<file path="src/rtl/spi_apb_bridge_pkg.sv">
// Shared types and default parameters for the SPI-to-APB register bridge.
package spi_apb_bridge_pkg;

  typedef enum logic [1:0] {IDLE, SETUP, ACCESS, DONE} state_e;

  localparam int          AW_DEF        = 16;
  localparam int          DW_DEF        = 16;
  localparam int          SYNC_STG_DEF  = 2;
  localparam int          TIMEOUT_DEF   = 255;
  localparam logic [15:0] ERR_RDATA_DEF = 16'hDEAD;

endpackage

</file>
<file path="src/rtl/spi_tgl_sync.sv">
// Async toggle -> SYNC_STG-flop synchroniser plus one edge-detect flop; edge pulse is 1 clk wide.
// Edge pulse is asserted SYNC_STG clk after the toggle; no backpressure, every toggle yields one pulse.
module spi_tgl_sync #(
  parameter int SYNC_STG = 2
) (
  input  logic clk,
  input  logic rst,
  input  logic tgl_in,
  output logic tgl_edge
);

  if (SYNC_STG < 2) begin : g_bad_stg
    $error("spi_tgl_sync: SYNC_STG must be at least 2");
  end

  logic [SYNC_STG-1:0] sync_q, sync_d;
  logic                last_q, last_d;

  always_comb begin
    sync_d = {sync_q[SYNC_STG-2:0], tgl_in};
    last_d = sync_q[SYNC_STG-1];
  end

  always_ff @(posedge clk or posedge rst) begin
    if (rst) begin
      sync_q <= '0;
      last_q <= 1'b0;
    end else begin
      sync_q <= sync_d;
      last_q <= last_d;
    end
  end

  assign tgl_edge = sync_q[SYNC_STG-1] ^ last_q;

endmodule

</file>
<file path="src/rtl/spi_apb_bridge.sv">
// Turns SCK-domain request toggles into single APB accesses; request-to-pending is SYNC_STG+1 clk, min access 4 clk.
// No backpressure to the SPI side: a second same-type request while one is pending is dropped and flagged in err_ovf.
module spi_apb_bridge
  import spi_apb_bridge_pkg::*;
#(
  parameter int            AW        = AW_DEF,
  parameter int            DW        = DW_DEF,
  parameter int            SYNC_STG  = SYNC_STG_DEF,
  parameter int            TIMEOUT   = TIMEOUT_DEF,
  parameter logic [DW-1:0] ERR_RDATA = DW'(ERR_RDATA_DEF)
) (
  input  logic          clk,
  input  logic          rst,
  input  logic [AW-1:0] spi_addr,
  input  logic [DW-1:0] spi_wdata,
  input  logic          wr_req_tgl,
  input  logic          rd_req_tgl,
  input  logic          err_clr,
  output logic [AW-1:0] paddr,
  output logic [DW-1:0] pwdata,
  output logic          pwrite,
  output logic          psel,
  output logic          penable,
  input  logic          pready,
  input  logic [DW-1:0] prdata,
  input  logic          pslverr,
  output logic [DW-1:0] rdata,
  output logic          wr_ack_tgl,
  output logic          rd_ack_tgl,
  output logic          busy,
  output logic          err_slv,
  output logic          err_tmo,
  output logic          err_ovf
);

  if (TIMEOUT < 1 || TIMEOUT > 256) begin : g_bad_tmo
    $error("spi_apb_bridge: TIMEOUT must be in 1..256");
  end

  localparam logic [7:0] TMO_LAST = 8'(TIMEOUT - 1);

  logic wr_edge, rd_edge;

  spi_tgl_sync #(.SYNC_STG(SYNC_STG)) u_wr_sync (
    .clk(clk), .rst(rst), .tgl_in(wr_req_tgl), .tgl_edge(wr_edge)
  );
  spi_tgl_sync #(.SYNC_STG(SYNC_STG)) u_rd_sync (
    .clk(clk), .rst(rst), .tgl_in(rd_req_tgl), .tgl_edge(rd_edge)
  );

  state_e        state_q, state_d;
  logic          pend_wr_q, pend_wr_d, pend_rd_q, pend_rd_d;
  logic [AW-1:0] paddr_q, paddr_d;
  logic [DW-1:0] pwdata_q, pwdata_d, rbuf_q, rbuf_d, rdata_q, rdata_d;
  logic          pwrite_q, pwrite_d, xerr_q, xerr_d;
  logic [7:0]    tmo_cnt_q, tmo_cnt_d;
  logic          wr_ack_q, wr_ack_d, rd_ack_q, rd_ack_d;
  logic          err_slv_q, err_slv_d, err_tmo_q, err_tmo_d, err_ovf_q, err_ovf_d;
  logic          take_wr, take_rd, slv_hit, tmo_hit, ovf_hit;

  always_comb begin
    state_d   = state_q;
    paddr_d   = paddr_q;
    pwdata_d  = pwdata_q;
    pwrite_d  = pwrite_q;
    tmo_cnt_d = tmo_cnt_q;
    rbuf_d    = rbuf_q;
    xerr_d    = xerr_q;
    rdata_d   = rdata_q;
    wr_ack_d  = wr_ack_q;
    rd_ack_d  = rd_ack_q;
    take_wr   = 1'b0;
    take_rd   = 1'b0;
    slv_hit   = 1'b0;
    tmo_hit   = 1'b0;
    ovf_hit   = 1'b0;

    case (state_q)
      IDLE: begin
        if (pend_wr_q || pend_rd_q) begin
          take_wr   = pend_wr_q;
          take_rd   = !pend_wr_q;
          pwrite_d  = pend_wr_q;
          paddr_d   = spi_addr;
          pwdata_d  = spi_wdata;
          tmo_cnt_d = '0;
          xerr_d    = 1'b0;
          state_d   = SETUP;
        end
      end
      SETUP: state_d = ACCESS;
      ACCESS: begin
        tmo_cnt_d = tmo_cnt_q + 8'd1;
        if (pready) begin
          rbuf_d  = prdata;
          slv_hit = pslverr;
          xerr_d  = pslverr;
          state_d = DONE;
        end else if (tmo_cnt_q == TMO_LAST) begin
          tmo_hit = 1'b1;
          xerr_d  = 1'b1;
          state_d = DONE;
        end
      end
      DONE: begin
        if (pwrite_q) begin
          wr_ack_d = ~wr_ack_q;
        end else begin
          rdata_d  = xerr_q ? ERR_RDATA : rbuf_q;
          rd_ack_d = ~rd_ack_q;
        end
        state_d = IDLE;
      end
      default: state_d = IDLE;
    endcase

    // A flag being taken this cycle is in service, so a fresh edge re-arms it without overflow.
    pend_wr_d = pend_wr_q & ~take_wr;
    pend_rd_d = pend_rd_q & ~take_rd;
    if (wr_edge) begin
      ovf_hit   = pend_wr_q & ~take_wr;
      pend_wr_d = 1'b1;
    end
    if (rd_edge) begin
      ovf_hit   = ovf_hit | (pend_rd_q & ~take_rd);
      pend_rd_d = 1'b1;
    end

    err_slv_d = (err_slv_q & ~err_clr) | slv_hit;
    err_tmo_d = (err_tmo_q & ~err_clr) | tmo_hit;
    err_ovf_d = (err_ovf_q & ~err_clr) | ovf_hit;
  end

  always_ff @(posedge clk or posedge rst) begin
    if (rst) begin
      state_q   <= IDLE;
      pend_wr_q <= 1'b0;
      pend_rd_q <= 1'b0;
      paddr_q   <= '0;
      pwdata_q  <= '0;
      pwrite_q  <= 1'b0;
      tmo_cnt_q <= '0;
      rbuf_q    <= '0;
      xerr_q    <= 1'b0;
      rdata_q   <= '0;
      wr_ack_q  <= 1'b0;
      rd_ack_q  <= 1'b0;
      err_slv_q <= 1'b0;
      err_tmo_q <= 1'b0;
      err_ovf_q <= 1'b0;
    end else begin
      state_q   <= state_d;
      pend_wr_q <= pend_wr_d;
      pend_rd_q <= pend_rd_d;
      paddr_q   <= paddr_d;
      pwdata_q  <= pwdata_d;
      pwrite_q  <= pwrite_d;
      tmo_cnt_q <= tmo_cnt_d;
      rbuf_q    <= rbuf_d;
      xerr_q    <= xerr_d;
      rdata_q   <= rdata_d;
      wr_ack_q  <= wr_ack_d;
      rd_ack_q  <= rd_ack_d;
      err_slv_q <= err_slv_d;
      err_tmo_q <= err_tmo_d;
      err_ovf_q <= err_ovf_d;
    end
  end

  assign psel       = (state_q == SETUP) || (state_q == ACCESS);
  assign penable    = (state_q == ACCESS);
  assign paddr      = paddr_q;
  assign pwdata     = pwdata_q;
  assign pwrite     = pwrite_q;
  assign rdata      = rdata_q;
  assign wr_ack_tgl = wr_ack_q;
  assign rd_ack_tgl = rd_ack_q;
  assign busy       = (state_q != IDLE) || pend_wr_q || pend_rd_q;
  assign err_slv    = err_slv_q;
  assign err_tmo    = err_tmo_q;
  assign err_ovf    = err_ovf_q;

endmodule
</file>
<file path="config.mk">
export PLATFORM = sky130hd
export DESIGN_NAME = spi_apb_bridge
export DESIGN_NICKNAME = d
export VERILOG_FILES = /design/src/rtl/spi_apb_bridge_pkg.sv /design/src/rtl/spi_tgl_sync.sv /design/src/rtl/spi_apb_bridge.sv
export SDC_FILE = /design/constraint.sdc
export NUM_CORES = 1
export LEC_CHECK = 0
export ABC_CLOCK_PERIOD_IN_PS = 3380
export BUFFER_PORTS_ARGS = -buffer_cell sky130_fd_sc_hd__buf_2
export CAP_MARGIN = 40
export CORE_ASPECT_RATIO = 1.4
export CORE_UTILIZATION = 45
export DETAILED_ROUTE_END_ITERATION = 8
export PLACE_DENSITY = 0.72
export SETUP_SLACK_MARGIN = 0.02
export SLEW_MARGIN = 20
export SYNTH_ARGS = -nofsm -noshare
export SYNTH_HDL_FRONTEND = slang
export SYNTH_SLANG_ARGS = --single-unit
</file>
<file path="constraint.sdc">
create_clock -name clk -period 3.38 [get_ports clk]
set_clock_uncertainty 0.05 [all_clocks]
set_input_delay 0.338 -clock clk [delete_from_list [all_inputs] [get_ports clk]]
set_output_delay 0.338 -clock clk [all_outputs]
set_load 0.05 [all_outputs]
</file>
; ---- Yosys cells after proc, flatten, opt, wreduce, memory -nomap -nowiden
; Cells that the tools add are included.
[classes]
mux = 24
eq_ne = 6
n_addsub = 1
reduce_logical = 15
bitwise = 17
[ops]
columns = cell, count
row1 = $mux W1, 16
row2 = $mux W16, 1
row3 = $pmux W8 S2, 1
row4 = $reduce_and A2 Y1, 6
row5 = $add A8 B1 Y8 const B, 1
row6 = $eq A8 B8 Y1 const B, 1
row7 = $mux W8, 1
row8 = $pmux W2 S4, 1
row9 = $mux W2, 3
row10 = $not A1 Y1, 6
row11 = $and A1 B1 Y1, 5
row12 = $eq A2 B2 Y1 const B, 2
row13 = $logic_or A1 B1 Y1, 4
row14 = $or A1 B1 Y1, 4
row15 = $reduce_bool A2 Y1, 2
row16 = $ne A3 B1 Y1 const B, 1
row17 = $reduce_and A3 Y1, 1
row18 = $eq A2 B1 Y1 const B, 1
row19 = $logic_not A2 Y1, 1
row20 = $ne A2 B2 Y1 const B, 1
row21 = $pmux W1 S2, 1
row22 = $xor A1 B1 Y1, 2
row23 = $logic_not A1 Y1, 1
[totals]
output_inout_bits = 57
ff_bits = 89
in_bits = 55
wordCells = 82

; ---- Depth between registers and ports, before layout
[depth]
word_depth = 9
depth_mapped = 7
mapped_depth_nobuf = 6

; ---- Modules after synthesis
; Synthesis repeated with hierarchy kept, for this count alone.
[unflattened]
cells_unflattened = 281
area_unflattened_um2 = 3569.7
[by_module_without_submodules]
columns = mod, cells_each, seq_area_each_um2, area_per_inst_um2, instances
row1 = spi_apb_bridge, 271, 2077.0, 3394.5, 1
row2 = spi_tgl_sync, 5, 75.1, 87.6, 2

; ---- Least setup slack after synthesis
; OpenSTA, ideal clock, no wires.
[synth_timing]
kind = reg-to-reg
start = register state_q[0]
end = register rbuf_q[0]
setup_ns = 0.125
arrival_time_ns = 1.837
n_path_buf = 2
slack_ns = 1.368
synth_period_minus_slack_ns = 2.012
path_stages_with_launch = 7
required_ns = 3.205
path_cell_list = dfrtp_1 inv_1 ha_1 buf_2 nand2_2 buf_2 mux2_2
[synth_via]
elab_chain_len = 2
[synth_lines]
columns = item, line
row1 = "start, declared", spi_apb_bridge.sv:51  ; state_e state_q, state_d;
row2 = "start signal, assigned", spi_apb_bridge.sv:152  ; state_q <= state_d;
row3 = $eq A2 B2 Y1, n/a
row4 = net penable, spi_apb_bridge.sv:23  ; output logic penable,
row5 = $reduce_and A2 Y1 (no source line), n/a
row6 = "end signal, assigned", spi_apb_bridge.sv:159  ; rbuf_q <= rbuf_d;
row7 = "end, declared", spi_apb_bridge.sv:54  ; logic [DW-1:0] pwdata_q, pwdata_d, rbuf_q, rbuf_d, rdata_q, rdata_d;
; The timed path passes the listed nets, and every way through them passes these cells.
; A chain may end at the register's enable or synchronous reset.

; ---- Worst setup path after layout
[layout_timing]
start = register state_q[0]
end = output port busy
[layout_via]
elab_chain_len = 3
[layout_lines]
columns = item, line
row1 = $reduce_bool A2 Y1, spi_apb_bridge.sv:178  ; assign busy = (state_q != IDLE) || pend_wr_q || pend_rd_q;
row2 = $logic_or A1 B1 Y1 (2 in series), spi_apb_bridge.sv:178
row3 = "end, declared", spi_apb_bridge.sv:30  ; output logic busy,
; No other way between the ends.

==> metrics.md <==
| Metric | Value |
|---|---|
| Register Area | 0.002227 mm^2 |
| Postcts setup bufs | 0 |
| Initial Util | 0.4643 |
| Largest stage delay, worst path | 0.42 ns |
| Total GRT Usage | 0.1755 |
| Leak | 0.002151 uW |
| Overall power | 5101 uW |
| Max Used Layer | met4 |
| GP Congestion | 0.7917 |
| Post-CTS Resized | 0 |
| Post-DRT Antenna Nets | 0 |
| Hold Violations, Final | 0 |
| Met2 wire len | 3381 um |
| First-pass GRT wire length | 11,180 um |
| TritonCTS Buffers | 9 |
| Clk_lat worst skew | 0.36 ns |
| Wire per inst | 13.42 um |
| Routed wl met3 | 296 um |
| Class of the worst hold path | primary input to asynchronous set/reset pin |
| WP data arrival | 1.96 ns |
| Max Cap Violations | 0 |
| Die X | 77.34 um |
| Post-Synthesis Cells | 278 |
| Worst Path Required | 2.99 ns |
| H-Tree Depth | 3 |
| Final TNS setup | 0 ns |
| Worst path cell trace | inv_1, ha_1, nor3b_4, buf_4, inv_2, buf_2 |
| CTS max path bufs | 2 |
| Root Buffer | clkbuf_8 |
| Seq cells post-synth | 89 |
| CTS tree | built |
| Power per standard cell area | 1143 mW/mm^2 |
| Sequential area share after synthesis | 0.6228 |
| Worst-path clk slew | 0.09 ns |
| Area of the mapped netlist | 0.003576 mm^2 |
| DR DRC count | 0 |
| Util after Layout | 0.5794 |
| Final min period | 2.348 ns |
| Vias in the first global route | 2,441 |
| Post-synth EDFFs | 0 |
| Placed cells | 483 |
| Worst-Margin Slew | 0.7151 ns |
| Die Ht | 107.5 um |
| Final non-filler cell total | 499 |
| Row count | 38 |
| Main synth FF type | dfrtp_1 |
| Period utilization | 0.6948 |
| Clk sink count | 89 |
| Final Max Slew Viols | 0 |
| Syn. warnings | 0 |
| HPWL Detailed | 4953 um |
| Slowest CP cell | dfrtp_1 |
| DRT met1 WL | 2848 um |
| Input/output buffers | 111 |
| Fmax | 425.8 MHz |
| Initial antenna violation count | 0 |
| Share of layout cells above drive strength 1 | 0.4336 |
| Reg-to-reg critical path startpoint | state_q[0] |
| Fill count | 692 |
| Total grt overflow | 0 |
| Unrepaired setup endpoints after global routing | no |
| VDD IR max | 0.5927 mV |
| Crit-path max FO | 18 |
| N_diodes | 0 |
| CP Class | flip-flop to output pin |
| Final worst slack | 1.032 ns |
| Setup crit start kind | flip-flop |
| CP Capture Type | output pin |
| Die Area | 0.008312 mm^2 |
| Detailed Routing Iterations Pass 1 | 4 |
| I/O pin total | 112 |
| Core box area | 0.007702 mm^2 |
| Slew Limit Headroom | 0.5227 |
| Outcome | complete, no violations |
| DRT iter0 DRCs | 85 |
| Syn avg cell area | 12.86 um^2 |
| WL final | 6697 um |
| Vias post-DR | 2,476 |
| Largest net degree at the start of global routing | 43 |
| Setup violators final | 0 |
| Synthesis-to-layout area growth | 24.81% |
| Crit. Startpoint | state_q[0] |
| Multi-input logic area | 0.001265 mm^2 |
| Syn_nets | 338 |
| Hold Buf Count CTS | 0 |
| Final nets | 454 |
| Post-synth ARST share | 1.000 |
| Number of vias per cell | 4.962 |
| Cell variety after synth | 39 |
| Pre-CTS setup slack | 1.404 ns |
[final cells by class]
| type | count | area share |
|---|---|---|
| Timing Repair Buffer | 116 | 0.1365 |
| Multi-Input combinational cell | 170 | 0.2834 |
| Clock inverter | 5 | 0.01430 |
| Clock buffer | 11 | 0.03168 |
| Sequential cell | 89 | 0.4990 |
| Tap cell | 100 | 0.02803 |
| Inverter | 8 | 0.007009 |
[sequential cells by signal, summed over array words and instances, names as in the netlist, 2 cells and up]
signal	flops
state_q	2
u_wr_sync.sync_q	2
tmo_cnt_q	8
paddr	16
pwdata	16
u_rd_sync.sync_q	2
rbuf_q	16
rdata	16
[stage by stage]
| stage | cell area [um^2] | hold slack, ns |
|---|---|---|
| after floorplan | 3576 | 0.2812 |
| after global placement | 4227 | 0.2813 |
| after detailed placement | 4258 | 0.2905 |
| after CTS | 4463 | 0.008262 |
| after global routing | 4463 | 0.01226 |
| final | 4463 | 0.001225 |
[cell families (layout without fill, tap and decap cells)]
family | count (synthesis) | in the layout | share of synthesized area
compound gates | 46 | 46 | 0.07907
xor+xnor | 4 | 4 | 0.009799
fa+ha+maj | 5 | 5 | 0.01749
buf+inv | 19 | 140 | 0.02659
flops | 89 | 89 | 0.6228
mux | 50 | 50 | 0.1568
simple gates | 65 | 65 | 0.08748
[layout by cell type (no fill, tap or decap), types with 3 or more instances in the layout]
master    instances
buf_2           111
dfrtp_1          89
mux2_2           34
nand2_1          31
o21ai_0          22
mux2_1           14
nor2_1           13
clkbuf_8         10
inv_1             6
nand3_1           5
ha_1              5
nand2b_1          4
a21oi_1           4
o211ai_1          3
o31ai_1           3
or4_1             3
buf_4             3
[final timing paths]
check	slack, ns	depth (start not counted)	to
max	1.03	6	busy
min	0.001	2	rdata[2]
max reg2reg	1.39	6	tmo_cnt_q[6]
min reg2reg	0.31	0	u_rd_sync.sync_q[1]
max in group asynchronous	2.50	3	paddr[1]
min in group clk	0.03	1	u_rd_sync.sync_q[0]
[layer usage]
layer	global-route usage	up-vias
li1	-	1197
met1	0.2102	1200
met2	0.2876	68
met3	0.03475	11
met4	0.1119	0
met5	0	-
[synthesized netlist by cell type (2+ instances only)]
| library cell | count | area (um^2) |
|---|---|---|
| nand3_1 | 5 | 25.02 |
| o21bai_1 | 2 | 15.01 |
| a21o_1 | 2 | 15.01 |
| o21ai_1 | 3 | 15.01 |
| nor2_1 | 13 | 48.80 |
| xor2_1 | 2 | 17.52 |
| mux2_1 | 14 | 157.7 |
| nand2b_1 | 4 | 25.02 |
| buf_6 | 2 | 22.52 |
| mux2_2 | 34 | 382.9 |
| xnor2_1 | 2 | 17.52 |
| ha_1 | 5 | 62.56 |
| or4_1 | 3 | 22.52 |
| a21oi_1 | 4 | 20.02 |
| o21ai_0 | 22 | 110.1 |
| mux2i_1 | 2 | 20.02 |
| o31ai_1 | 3 | 22.52 |
| inv_1 | 7 | 26.28 |
| o21a_1 | 2 | 15.01 |
| dfrtp_1 | 89 | 2227 |
| nand2_1 | 31 | 116.4 |
| clkbuf_1 | 4 | 15.01 |
| o211ai_1 | 3 | 22.52 |
| buf_2 | 4 | 20.02 |
| nor4_1 | 2 | 12.51 |
[where the power goes]
part / internal (uW) / switching [uW] / leakage, uW
logic: 762 / 1800 / 0.000981
registers: 1530 / 268 / 0.00107
clock network: 367 / 373 / 0.000100
[worst max-delay path: cells and delay by family, from the launching register on]
family | cells | cell delay [ns]
adder cells (fa/ha/maj) | 1 | 0.34
buffers and inverters | 4 | 0.60
flip-flops | 1 | 0.42
AND/OR/NAND/NOR | 1 | 0.23
No activity file was read; power rests on OpenSTA's default activity.
